### src/rtl/id_ex_reg.sv
// ID/EX pipeline register with load-use hazard detection, WB write-through
// of register-file reads, flush/stall handling and a saturating bubble counter.
module id_ex_reg #(
  parameter int CTRL_W = 16,
  parameter int CNT_W  = 16
) (
  input  logic              clk,
  input  logic              rst,
  input  logic              id_valid,
  input  logic [31:0]       id_pc,
  input  logic [31:0]       id_imm,
  input  logic [CTRL_W-1:0] id_ctrl,
  input  logic [4:0]        id_rs1_addr,
  input  logic [4:0]        id_rs2_addr,
  input  logic [31:0]       id_rs1_val,
  input  logic [31:0]       id_rs2_val,
  input  logic              id_uses_rs1,
  input  logic              id_uses_rs2,
  input  logic [4:0]        id_rd_addr,
  input  logic              id_is_load,
  input  logic              wb_we,
  input  logic [4:0]        wb_rd_addr,
  input  logic [31:0]       wb_rd_val,
  input  logic              ex_flush,
  input  logic              stall_in,
  output logic              ex_valid,
  output logic [31:0]       ex_pc,
  output logic [31:0]       ex_imm,
  output logic [CTRL_W-1:0] ex_ctrl,
  output logic              ex_is_load,
  output logic [4:0]        ex_rd_addr,
  output logic [4:0]        ex_rs1_addr,
  output logic [4:0]        ex_rs2_addr,
  output logic [31:0]       ex_rs1_val,
  output logic [31:0]       ex_rs2_val,
  output logic              id_stall,
  output logic [CNT_W-1:0]  bubble_cnt
);

  logic              valid_q, valid_d;
  logic [31:0]       pc_q, pc_d;
  logic [31:0]       imm_q, imm_d;
  logic [CTRL_W-1:0] ctrl_q, ctrl_d;
  logic              is_load_q, is_load_d;
  logic [4:0]        rd_addr_q, rd_addr_d;
  logic [4:0]        rs1_addr_q, rs1_addr_d;
  logic [4:0]        rs2_addr_q, rs2_addr_d;
  logic [31:0]       rs1_val_q, rs1_val_d;
  logic [31:0]       rs2_val_q, rs2_val_d;
  logic [CNT_W-1:0]  cnt_q, cnt_d;

  logic load_use;
  logic do_hold;
  logic do_capture;

  function automatic logic [CNT_W-1:0] sat_inc(input logic [CNT_W-1:0] v);
    return (&v) ? v : v + CNT_W'(1);
  endfunction

  // x0 always reads as zero; otherwise a same-cycle WB write wins over the stale RF read.
  function automatic logic [31:0] rs_fwd(input logic [4:0]  addr,
                                         input logic [31:0] rf_val,
                                         input logic        we,
                                         input logic [4:0]  w_addr,
                                         input logic [31:0] w_val);
    if (addr == 5'd0)                 return 32'd0;
    else if (we && (w_addr == addr))  return w_val;
    else                              return rf_val;
  endfunction

  assign load_use = valid_q & is_load_q & (rd_addr_q != 5'd0) & id_valid &
                    ((id_uses_rs1 & (id_rs1_addr == rd_addr_q)) |
                     (id_uses_rs2 & (id_rs2_addr == rd_addr_q)));

  assign id_stall   = (load_use | stall_in) & ~ex_flush;
  assign do_hold    = ~rst & ~ex_flush & stall_in;
  assign do_capture = ~rst & ~ex_flush & ~stall_in & ~load_use & id_valid;

  always_comb begin
    valid_d    = 1'b0;
    pc_d       = '0;
    imm_d      = '0;
    ctrl_d     = '0;
    is_load_d  = 1'b0;
    rd_addr_d  = '0;
    rs1_addr_d = '0;
    rs2_addr_d = '0;
    rs1_val_d  = '0;
    rs2_val_d  = '0;
    cnt_d      = cnt_q;
    if (rst) begin
      cnt_d = '0;
    end else if (!ex_flush && !stall_in && load_use) begin
      cnt_d = sat_inc(cnt_q);
    end
    if (do_hold) begin
      valid_d    = valid_q;
      pc_d       = pc_q;
      imm_d      = imm_q;
      ctrl_d     = ctrl_q;
      is_load_d  = is_load_q;
      rd_addr_d  = rd_addr_q;
      rs1_addr_d = rs1_addr_q;
      rs2_addr_d = rs2_addr_q;
      rs1_val_d  = rs1_val_q;
      rs2_val_d  = rs2_val_q;
    end else if (do_capture) begin
      valid_d    = 1'b1;
      pc_d       = id_pc;
      imm_d      = id_imm;
      ctrl_d     = id_ctrl;
      is_load_d  = id_is_load;
      rd_addr_d  = id_rd_addr;
      rs1_addr_d = id_rs1_addr;
      rs2_addr_d = id_rs2_addr;
      rs1_val_d  = rs_fwd(id_rs1_addr, id_rs1_val, wb_we, wb_rd_addr, wb_rd_val);
      rs2_val_d  = rs_fwd(id_rs2_addr, id_rs2_val, wb_we, wb_rd_addr, wb_rd_val);
    end
  end

  always_ff @(posedge clk) begin
    valid_q    <= valid_d;
    pc_q       <= pc_d;
    imm_q      <= imm_d;
    ctrl_q     <= ctrl_d;
    is_load_q  <= is_load_d;
    rd_addr_q  <= rd_addr_d;
    rs1_addr_q <= rs1_addr_d;
    rs2_addr_q <= rs2_addr_d;
    rs1_val_q  <= rs1_val_d;
    rs2_val_q  <= rs2_val_d;
    cnt_q      <= cnt_d;
  end

  assign ex_valid    = valid_q;
  assign ex_pc       = pc_q;
  assign ex_imm      = imm_q;
  assign ex_ctrl     = ctrl_q;
  assign ex_is_load  = is_load_q;
  assign ex_rd_addr  = rd_addr_q;
  assign ex_rs1_addr = rs1_addr_q;
  assign ex_rs2_addr = rs2_addr_q;
  assign ex_rs1_val  = rs1_val_q;
  assign ex_rs2_val  = rs2_val_q;
  assign bubble_cnt  = cnt_q;

endmodule

### config.mk
export PLATFORM = sky130hd
export DESIGN_NAME = id_ex_reg
export DESIGN_NICKNAME = d
export VERILOG_FILES = /design/src/rtl/id_ex_reg.sv
export SDC_FILE = /design/constraint.sdc
export NUM_CORES = 1
export LEC_CHECK = 0
export CORE_AREA = 2 2 148 150
export CTS_CLUSTER_DIAMETER = 50
export DETAILED_ROUTE_END_ITERATION = 6
export DIE_AREA = 0 0 150 152
export PLACE_DENSITY = 0.74
export SETUP_SLACK_MARGIN = 0.5
export SYNTH_ARGS = -nofsm -noshare
export SYNTH_HDL_FRONTEND = slang
export SYNTH_SLANG_ARGS = --single-unit
### constraint.sdc
create_clock -name clk -period 11.76 [get_ports clk]
set_input_delay 2.352 -clock clk [delete_from_list [all_inputs] [get_ports clk]]
set_output_delay 2.352 -clock clk [all_outputs]
set_load 0.01 [all_outputs]
==> impl_metrics.tcl <==
set metrics [dict create \
    leakage_nw 4.447 \
    r2r_cells 9 \
    synth.area.top_cells "edfxtp_1 (62%), mux2i_1 (8.3%), and2_1 (7.8%)" \
    final_util_pct 58.24 \
    finalHoldViolCount 0 \
    ant_nets 0 \
    min_delay_path_depth 2 \
    grt_overflow 0 \
    critPathCaptureType "output pin" \
    postCtsHoldBufs 0 \
    critPathMaxFanout 32 \
    ys_ff_latch 177 \
    die_area_um2 22800 \
    grt_pass1_wl_um 34700 \
    max-slew-margin-rel_pct 28.20 \
    die_h_um 152 \
    clk_pin_slew_ns 0.06 \
    grt.total_usage_pct 20.01 \
    p_int_w 0.001176 \
    syn-mean-instance-area_um2 13.68 \
    cp.buffers_inverters 3 \
    fin_tns_setup_ns 0 \
    start_util_pct 36.28 \
    seq_area_frac_synth_pct 66.56 \
    num-fill-cells 1788 \
    worstMarginPinSlew_ns 1.077 \
    pwr_density_cell_nw_per_um2 121.6 \
    clkLatencyLatePin_ns 0.42 \
    syn_area_um2 7745 \
    yosys.area.top_type_share_pct 62.42 \
    ir_drop_uv 91.96 \
    crit_chain "clkdlybuf4s50_1 > xor2_1 > nor4_1 > a32oi_2 > buf_4 > nor2_1 > o21ba_2 > clkdlybuf4s50_1" \
    cts_made_buffers 17 \
    cp-start-kind "input pin" \
    async_reset_ff_share_pct 0 \
    cpMostUsedCell "clkdlybuf4s50_1" \
    r2r_slack_ns 8.44 \
    drt-pass1-iter-count 5 \
    synth_largest_area_cell "edfxtp_1" \
    synth-edff-count 161 \
    critical_path_arrival_ns 4.79 \
    power_frac_comb_pct 12.9 \
    cts_setup_buffers 0 \
    rsz0062_at_grt "no" \
    cts_num_sinks 177 \
    grt_pass1_vias 6013 \
    initialDrtViolationCount 298 \
    maxSlewViolCount 0 \
    multi_input_area_um2 2434 \
    htreeDepth 4 \
    routed_wl_um 22900 \
    r2r-end "ex_pc[20]" \
    setup_violations 0 \
    grt_max_degree 98 \
    routed_via_density 4.896 \
    swShare_pct 22.22 \
    postSynthCellCount 566 \
    hpwl_um 16600 \
    final_common_cell "clkdlybuf4s50_1" \
    io_buffers 382 \
    ioPinCount 383 \
    ff_latch_area_um2 5155 \
    min-delay-start "bubble_cnt[7]" \
    p_switching_w 0.0003358 \
    synth_nets 772 \
    cts_resized 0 \
    clockBufferDepth 2 \
    drc_errors 0 \
    hold_path_end "bubble_cnt[7]" \
    num_rows 54 \
    path_delay_family "buffers and inverters" \
    path_class "in -> out" \
    die_x_um 150 \
    cpPeakStageDelay_ns 0.55 \
    post_drt_wl_per_cell_um 18.64 \
    cts_tree "yes" \
    yosysWarningCount 0 \
    timing.fmax_ghz 0.1400 \
    r2r_start "ex_rd_addr[4]" \
    num_vias 6017 \
    place.gp.congestion 0.8790 \
    antenna_found_initial 1 \
    drv_cap 0 \
    skew_ns 0.01172 \
    ys.flop_type "edfxtp_1" \
    final_cell_mix "clkdlybuf4s50_1 (382), edfxtp_1 (161), and2_1 (97), nor3_1 (66), mux2i_1 (64)" \
    cp.required_ns 9.41 \
    core_area_um2 21350 \
    status "complete, no violations" \
    finalCritPeriodShare_pct 60.74 \
    drive_above_1_share_pct 5.485 \
    yosys.cell_types.count 44 \
    area_growth_syn_to_layout_pct 60.55 \
    cpMaxStageDelayCell "clkdlybuf4s50_1" \
    p_clk_share_pct 39.2 \
    final_nets 1142 \
    hold_class "reg -> reg" \
    p_seq_share_pct 47.9 \
    cts-root-buf "clkbuf_16" \
    post-route-min-period_ns 7.143 \
]
[metal layers]
layer	vias to the layer above	share of wire, %	wire length, um	track usage (%)
met5	-	0	0	0
met4	0	1.9	444	7.053
met3	24	11	2449	7.598
met2	291	49	11220	32.77
met1	2845	38	8786	24.05
li1	2857	-	-	-
[sequential cells by signal, summed over array words and instances (netlist names)]
register	count
ex_rs1_addr	5
ex_rd_addr	5
ex_valid	1
ex_is_load	1
ex_ctrl	16
ex_rs1_val	32
ex_rs2_val	32
bubble_cnt	16
ex_pc	32
ex_rs2_addr	5
ex_imm	32
[how the worst max path moves through the flow]
stage	slack (ns)	cells after the start	end	startpoint
after floorplan	5.19	3	ex_ctrl[0]	rst
after global placement	4.80	8	id_stall	id_rs1_addr[4]
after detailed placement	4.66	8	id_stall	id_rs1_addr[4]
after CTS	4.65	8	id_stall	id_rs1_addr[4]
after global routing	4.58	8	id_stall	id_rs1_addr[4]
final	4.62	8	id_stall	id_rs1_addr[4]
[worst reg2reg max path, delay by kind of cell, from the launching register on]
kind                   cells  cell delay (ns)
XOR/XNOR                   1             0.19
AND/OR/NAND/NOR            2             0.91
buffers and inverters      4             1.22
flip-flops                 1             0.49
AO/OA/AOI/OAI              2             0.27
[kinds of logic (layout without fill, tap and decap cells)]
| logic type | after synthesis | after routing | share of synthesized area [%] |
|---|---|---|---|
| AND/OR/NAND/NOR | 225 | 225 | 16.91 |
| flip-flops | 177 | 177 | 66.56 |
| multiplexers | 66 | 66 | 8.562 |
| buffers and inverters | 41 | 423 | 2.358 |
| AO/OA/AOI/OAI | 36 | 36 | 3.183 |
| XOR/XNOR | 20 | 20 | 2.262 |
| adder cells (fa/ha/maj) | 1 | 1 | 0.1615 |
| other | 0 | 1 | 0 |
[cell usage after synthesis (3+ instances only)]
| master | count |
|---|---|
| edfxtp_1 | 161 |
| and2_1 | 97 |
| nor3_1 | 66 |
| mux2i_1 | 64 |
| clkbuf_1 | 20 |
| buf_2 | 17 |
| dfxtp_1 | 16 |
| xor2_1 | 16 |
| a21oi_1 | 11 |
| nand2_1 | 9 |
| nand4_1 | 8 |
| nor2_1 | 8 |
| or4_1 | 7 |
| o21ai_0 | 6 |
| nor4_1 | 5 |
| o31ai_1 | 5 |
| or3_1 | 5 |
| and4_1 | 4 |
| nand3_1 | 4 |
| xnor2_1 | 4 |
| and3_1 | 3 |
[layout make-up]
class,instances,share of cell area [%]
clock buffers,18,3.451
repair buffers,390,31.23
flip-flops and latches,177,41.46
well taps,280,2.817
clock inverters,13,1.389
multi-input cells,348,19.57
diodes,1,0.02012
inverters,2,0.06037
[metrics by stage]
stage / hold slack, ns / instance area, um^2 / setup slack (ns) / instances / power, W
after global placement: 0.4848 / 11830 / 4.799 / 1197 / 0.0009316
after CTS: 0.5095 / 12430 / 4.654 / 1228 / 0.001528
after detailed placement: 0.4940 / 11830 / 4.656 / 1197 / 0.0009339
after floorplan: 0.5043 / 7745 / 5.193 / 566 / 0.0007929
after global routing: 0.5355 / 12430 / 4.581 / 1229 / 0.001566
final: 0.5019 / 12430 / 4.617 / 1229 / 0.001512
[power by group through the flow]
stage	Combinational [W]	Clock, W	Sequential (W)
floorplan	0.0000360	0	0.000757
global placement	0.000195	0	0.000737
detailed placement	0.000196	0	0.000738
CTS	0.000197	0.000606	0.000724
global route	0.000208	0.000631	0.000727
finish	0.000195	0.000592	0.000724
(Power assumes the default switching activity.)
